[src/rtl/instr_fetch_pkg.sv]
// Shared definitions for the instruction fetch stage: FSM encoding, instruction
// width and MIPS field bit positions.
package instr_fetch_pkg;

  localparam int unsigned INSTR_W = 32;
  localparam logic [INSTR_W-1:0] NOP_WORD_DEFAULT = 32'h0000_0000;

  localparam int unsigned OPCODE_LSB = 26;
  localparam int unsigned RS_LSB     = 21;
  localparam int unsigned RT_LSB     = 16;
  localparam int unsigned RD_LSB     = 11;
  localparam int unsigned SHAMT_LSB  = 6;

  typedef enum logic [1:0] {
    StIdle = 2'd0,
    StReq  = 2'd1,
    StHold = 2'd2
  } fetch_state_e;

endpackage

[src/rtl/instr_field_split.sv]
// Combinational slicing of a MIPS instruction word into its decode fields.
module instr_field_split
  import instr_fetch_pkg::*;
(
  input  logic [INSTR_W-1:0] instr_i,
  output logic [5:0]         opcode_o,
  output logic [4:0]         rs_o,
  output logic [4:0]         rt_o,
  output logic [4:0]         rd_o,
  output logic [4:0]         shamt_o,
  output logic [5:0]         funct_o,
  output logic [15:0]        imm16_o,
  output logic [25:0]        jaddr_o
);

  assign opcode_o = instr_i[INSTR_W-1:OPCODE_LSB];
  assign rs_o     = instr_i[OPCODE_LSB-1:RS_LSB];
  assign rt_o     = instr_i[RS_LSB-1:RT_LSB];
  assign rd_o     = instr_i[RT_LSB-1:RD_LSB];
  assign shamt_o  = instr_i[RD_LSB-1:SHAMT_LSB];
  assign funct_o  = instr_i[SHAMT_LSB-1:0];
  assign imm16_o  = instr_i[RT_LSB-1:0];
  assign jaddr_o  = instr_i[OPCODE_LSB-1:0];

endmodule

[src/rtl/instr_fetch.sv]
// Fetch stage: PC register, req/ack instruction memory handshake, instruction
// register and branch/jump redirect handling.
module instr_fetch
  import instr_fetch_pkg::*;
#(
  parameter logic [31:0] RESET_PC = 32'h0000_0000,
  parameter logic [31:0] NOP_WORD = NOP_WORD_DEFAULT
) (
  input  logic        clock,
  input  logic        reset,
  output logic        mem_req,
  output logic [31:0] mem_addr,
  input  logic        mem_ack,
  input  logic [31:0] mem_data,
  input  logic        stall,
  input  logic        redirect,
  input  logic [31:0] redirect_pc,
  output logic        instr_valid,
  output logic [31:0] instr,
  output logic [31:0] pc_out,
  output logic [31:0] pc_plus4,
  output logic [5:0]  opcode,
  output logic [4:0]  rs,
  output logic [4:0]  rt,
  output logic [4:0]  rd,
  output logic [4:0]  shamt,
  output logic [5:0]  funct,
  output logic [15:0] imm16,
  output logic [25:0] jaddr
);

  fetch_state_e state_q, state_d;
  logic [31:0]  pc_q, pc_d;
  logic         mem_req_q, mem_req_d;
  logic [31:0]  instr_q, instr_d;
  logic         valid_q, valid_d;
  logic [31:0]  pc_out_q, pc_out_d;
  logic         pend_q, pend_d;
  logic [31:0]  tgt_q, tgt_d;
  logic [31:0]  redirect_tgt;

  assign redirect_tgt = redirect_pc & ~32'h3;

  always_comb begin
    state_d   = state_q;
    pc_d      = pc_q;
    mem_req_d = mem_req_q;
    instr_d   = instr_q;
    valid_d   = valid_q;
    pc_out_d  = pc_out_q;
    pend_d    = pend_q;
    tgt_d     = tgt_q;
    unique case (state_q)
      StIdle: begin
        state_d   = StReq;
        mem_req_d = 1'b1;
      end
      StReq: begin
        if (mem_ack) begin
          // An outstanding request always completes; a redirect only decides
          // whether its data is kept.
          if (redirect) begin
            pc_d   = redirect_tgt;
            pend_d = 1'b0;
          end else if (pend_q) begin
            pc_d   = tgt_q;
            pend_d = 1'b0;
          end else begin
            instr_d   = mem_data;
            pc_out_d  = pc_q;
            valid_d   = 1'b1;
            pc_d      = pc_q + 32'd4;
            mem_req_d = 1'b0;
            state_d   = StHold;
          end
        end else if (redirect) begin
          pend_d = 1'b1;
          tgt_d  = redirect_tgt;
        end
      end
      StHold: begin
        if (stall) begin
          if (redirect) begin
            pend_d = 1'b1;
            tgt_d  = redirect_tgt;
          end
        end else begin
          valid_d   = 1'b0;
          instr_d   = NOP_WORD;
          state_d   = StReq;
          mem_req_d = 1'b1;
          pend_d    = 1'b0;
          if (redirect) begin
            pc_d = redirect_tgt;
          end else if (pend_q) begin
            pc_d = tgt_q;
          end
        end
      end
      default: begin
        state_d = StIdle;
      end
    endcase
  end

  always_ff @(posedge clock or posedge reset) begin
    if (reset) begin
      state_q   <= StIdle;
      pc_q      <= RESET_PC;
      mem_req_q <= 1'b0;
      instr_q   <= NOP_WORD;
      valid_q   <= 1'b0;
      pc_out_q  <= RESET_PC;
      pend_q    <= 1'b0;
      tgt_q     <= RESET_PC;
    end else begin
      state_q   <= state_d;
      pc_q      <= pc_d;
      mem_req_q <= mem_req_d;
      instr_q   <= instr_d;
      valid_q   <= valid_d;
      pc_out_q  <= pc_out_d;
      pend_q    <= pend_d;
      tgt_q     <= tgt_d;
    end
  end

  assign mem_req     = mem_req_q;
  assign mem_addr    = pc_q;
  assign instr_valid = valid_q;
  assign instr       = instr_q;
  assign pc_out      = pc_out_q;
  assign pc_plus4    = pc_out_q + 32'd4;

  instr_field_split u_split (
    .instr_i  (instr_q),
    .opcode_o (opcode),
    .rs_o     (rs),
    .rt_o     (rt),
    .rd_o     (rd),
    .shamt_o  (shamt),
    .funct_o  (funct),
    .imm16_o  (imm16),
    .jaddr_o  (jaddr)
  );

endmodule

[config.mk]
export PLATFORM = sky130hd
export DESIGN_NAME = instr_fetch
export DESIGN_NICKNAME = d
export VERILOG_FILES = /design/src/rtl/instr_fetch_pkg.sv /design/src/rtl/instr_field_split.sv /design/src/rtl/instr_fetch.sv
export SDC_FILE = /design/constraint.sdc
export NUM_CORES = 1
export LEC_CHECK = 0
export CORE_MARGIN = 10
export CORE_UTILIZATION = 41
export DETAILED_ROUTE_END_ITERATION = 6
export GPL_ROUTABILITY_DRIVEN = 1
export GPL_TIMING_DRIVEN = 0
export PLACE_DENSITY = 0.74
export RECOVER_POWER = 50
export SLEW_MARGIN = 20
export SYNTH_ARGS = -nofsm -noshare
export SYNTH_HDL_FRONTEND = slang
export SYNTH_SLANG_ARGS = --single-unit
[constraint.sdc]
create_clock -name clock -period 5.9 [get_ports clock]
set_input_delay 1.18 -clock clock [delete_from_list [all_inputs] [get_ports clock]]
set_output_delay 1.18 -clock clock [all_outputs]
set_load 0.01 [all_outputs]
[Word level (Yosys, flattened, before mapping)]
Index checks and enable logic that the tools add are counted.
Storage, ports and cells
  register bits after elaboration: 133
  input bits: 69
  output and inout bits: 204
  logic and storage cells: 65
Operators by class
  add/sub/neg operators: 2
  equality and inequality tests: 9
  muxes and demuxes: 35
  bitwise gates (word level): 2
  reduce and logical (&&, ||, !) cells: 9
Operators by type and width (number)
  two-way mux 32 bit: 13
  case mux 32 bit (2 select lines): 3
  adder 32 x 3 -> 32 bit, second input constant: 2
  != test 2 bit, second input constant: 6
  AND reduction 4 bit: 3
  two-way mux 1 bit: 11
  AND reduction 5 bit: 2
  two-way mux 2 bit: 4
  case mux 2 bit (3 select lines): 1
  case mux 1 bit (2 select lines): 2
  != test 3 bit, second input constant: 1
  case mux 1 bit (3 select lines): 1
  AND reduction 3 bit: 1
  nonzero test 3 bit: 1
  equality test 2 x 1 -> 1 bit, second input constant: 1
  equality test 2 bit, second input constant: 1
  logical NOT 2 bit: 1
  NOT 1 bit: 2
  nonzero test 2 bit: 1

[Logic depth before layout (Yosys ltp)]
  depth after elaboration: 5
  depth in mapped cells: 10
  mapped depth without buffers: 7

[Modules after synthesis]
From an unflattened synthesis, not the netlist that was laid out.
Unflattened totals
  cells, all modules: 803
  area total of the unflattened synthesis: 7603.5 um2
By module, submodules not included
  instr_fetch: times used 1, cells an instance 729, area an instance 7048.0 um2, seq. area each 3328.2 um2
  instr_field_split: times used 1, cells an instance 74, area an instance 555.5 um2, seq. area each 0.0 um2

[Worst setup path after synthesis]
Ideal clock, no wire load.
  kind: reg2out
  start: reg pc_out_q[3], in the netlist pc_out[3]
  end: out pc_plus4[18]
  data arrival time: 1.725 ns
  required time: 4.720 ns
  path slack: 2.995 ns
  stages on the path, launching flop included: 7
  buffers on the path: 0
  cells stage by stage: dfrtp_1 > ha_1 > inv_1 > nor4_4 > and3_1 > and4_1 > xor2_1
On the way
  word-level cells in the longest chain between the ends: 1
RTL lines
  from (decl): line instr_fetch.sv:37  | logic [31:0] pc_out_q, pc_out_d;
  from (signal assigned): line instr_fetch.sv:122  | pc_out_q <= pc_out_d;
  adder 32 x 3 -> 32 bit: line instr_fetch.sv:133  | assign pc_plus4 = pc_out_q + 32'd4;
  to (decl): line instr_fetch.sv:21  | output logic [31:0] pc_plus4,
No other way between the ends.

[Worst setup path in the final report]
  start: reg pc_out_q[2], in the netlist pc_out[2]
  end: out pc_plus4[18]
The elaborated chain is that of the path after synthesis.

==> out/summary.txt <==
CTS tree: built
Die width: 158 um
Worst-margin pin slew: 2.62 ns
Reg2Reg Capture Point: mem_addr[5]
Initial cell density of the core: 0.416
Failing checks: design-rule violations, max-capacitance violations, max-slew violations
Synth Area per Inst: 9.60 um^2
Hold Path Class: reg2reg
Remaining DRCs: 3
Htree depth: 4
Max transition margin: -0.755
Reg2reg setup slack: 2.98 ns
Nets: 1,177
Synth unique cells: 64
Largest net degree at the start of global routing: 79
Post-Route Skew: 0.00710 ns
Cell Pwr Density: 589 mW/mm^2
Latest clock arrival within the worst-skew pair: 0.42 ns
Detail-routed via count per cell: 5.26
#FFs+latches synth: 133
HPWL after detailed placement: 20.2 mm
# rows: 50
Gates resized, CTS repair: 0
Fmax: 249 MHz
Met3 usage in global routing: 0.0597
Final slew viol count: 56
Hold Path End: instr_valid
Layout Cells excl Fill: 1,349
Area Overhead vs Synth: 46.4%
Setup bufs post-CTS: 0
Final Cell Area: 0.0114 mm^2
Routability cong.: 0.840
Placed insts: 1,316
Hold Path Depth: 2
Critical Path Start Type: flip-flop
Synthesized net count: 887
Final wirelength: 25.9 mm
Worst R2R Start: state_q[0]
Maxcap violations: 1
Post-Syn Area: 0.00779 mm^2
Initial antenna violation count: 1
Period utilization: 0.682
Area leader, netlist: dfrtp_1
Port bufs: 270
Layout cells sized above 1: 0.193
Final setup violating endpoints: 0
Total CTS buffers: 17
Hold_sp: instr_valid
GR Layer Usage met2: 0.352
CTS sink cnt: 133
Vias: 7,097
EDFF count, synth: 0
FF-to-FF path depth: 9
WL per Instance: 19.2 um
Sequential fraction of the synthesis area: 0.427
Worst VDD drop: 312 uV
Asr flop ratio synth: 1.00
DIE HEIGHT: 158 um
LEAKAGE: 4.95 nW
Crit end category: output port
Core area: 0.0187 mm^2
# hold bufs at CTS: 0
Final core utilization: 0.609
Synth area leaders: dfrtp_1 43%, mux2_2 8.8%, buf_4 7.3%
Total die area: 0.0249 mm^2
Fin crit period: 4.02 ns
First DRT Iteration DRCs: 506
Final hold violations: 0
RSZ-0062 raised after global routing: no
Met1 Use GR: 0.253
Worst EP required: 4.72 ns
Critical path type: reg2out
Mapped Cells: 811
Clk buf depth: 2
Vias in the first global route: 6,857
Total track usage: 0.208
DRT Pass-1 Iters: 7
Clk slew on worst S/H paths: 0.06 ns
First-pass GRT wire length: 40.3 mm
Post-synth top cells: 133 x dfrtp_1, 88 x nand2_1, 76 x buf_4
Critical path fanouts, max: 6
Routed Antenna Nets: 0
Most common cell in the netlist: dfrtp_1
Final hold slack: 0.482 ns
Worst EP arrival: 2.84 ns
Ports: 273
Placed Area: 0.0108 mm^2
Top cell type's share of synthesized area: 0.427
GR peak layer: met2
Global route overflow: 0
Status: finished, violations left
Yosys warnings: 0
Post-synth top flop: dfrtp_1
CTS root buffer: clkbuf_16
==> sequential cells by signal (all words and copies together) (netlist names) <==
signal       count
instr_valid      1
instr           32
state_q          2
mem_addr        32
pend_q           1
tgt_q           32
pc_out          32
mem_req          1
==> through the flow <==
step / setup slack [ns] / setup TNS [ns] / power, mW
2_1_floorplan: 1.17 / 0 / 3.83
3_3_place_gp: -0.926 / -122.07 / 5.70
3_5_place_dp: 2.30 / 0 / 5.78
4_1_cts: 1.85 / 0 / 6.90
5_1_grt: 1.70 / 0 / 7.16
6_report: 1.88 / 0 / 6.71
==> cell usage in the layout, fill, tap and decap left out, types with 10 or more instances in the layout <==
master	Yosys	routed
nor2_1	45	45
a21oi_1	40	40
clkbuf_1	18	22
nand2_1	88	88
xor2_1	18	18
clkdlybuf4s50_1	0	181
nand4_1	13	13
clkbuf_16	0	17
o21ai_0	71	71
buf_4	76	76
nand3_1	21	21
inv_1	11	10
xnor2_1	17	17
mux2_2	61	61
dfrtp_1	133	133
nor2b_1	12	12
dlygate4sd3_1	0	89
nand2b_1	35	35
and3_1	13	13
buf_2	18	16
==> logic make-up (layout without fill, tap and decap cells) <==
group | count (synthesis) | after routing | synth area share
other cells | 0 | 1 | 0
xor+xnor | 35 | 35 | 0.0394
buf+inv | 131 | 434 | 0.112
mux | 61 | 61 | 0.0882
flops | 133 | 133 | 0.427
simple gates | 278 | 278 | 0.195
compound gates | 166 | 166 | 0.127
fa+ha+maj | 7 | 7 | 0.0112
==> cell type report <==
| type | instances | area [um^2] |
|---|---|---|
| multi-input combinational | 547 | 3570 |
| buffer | 120 | 808 |
| timing repair buffer | 271 | 2730 |
| antenna | 1 | 2.50 |
| fill | 1612 | 7310 |
| sequential | 133 | 3330 |
| tap | 234 | 293 |
| inverter | 11 | 42.5 |
| clock inverter | 12 | 153 |
| clock buffer | 20 | 467 |
==> worst max path at each step <==
stage | from | to | slack, ns | cells after the start
after global placement | reset | pc_out[5] | -0.93 | 2
final | pc_out[2] | pc_plus4[18] | 1.88 | 7
after detailed placement | pc_out[2] | pc_plus4[18] | 2.30 | 7
after floorplan | reset | instr[0] | 1.17 | 1
after global routing | pc_out[2] | pc_plus4[18] | 1.70 | 7
after CTS | pc_out[2] | pc_plus4[18] | 1.85 | 7
==> metal layers <==
metal | share of wire | vias up
met5 | 0 | -
met4 | 0.019 | 0
met3 | 0.072 | 38
met2 | 0.51 | 253
met1 | 0.40 | 3460
li1 | - | 3346
==> worst max-delay path: stages, from the launching register on <==
cell and delay [ns]:
dfrtp_1 0.44, ha_1 0.27, inv_1 0.10, nor4_4 0.43, and3_1 0.26, and4_1 0.21
xor2_1 0.14, clkdlybuf4s50_1 0.57
==> power by group <==
group | switching (mW) | internal [mW] | leakage, nW
registers | 0.567 | 1.35 | 1.63
clock network | 0.401 | 0.696 | 0.294
logic | 1.68 | 2.01 | 3.03
(Power assumes the default switching activity.)
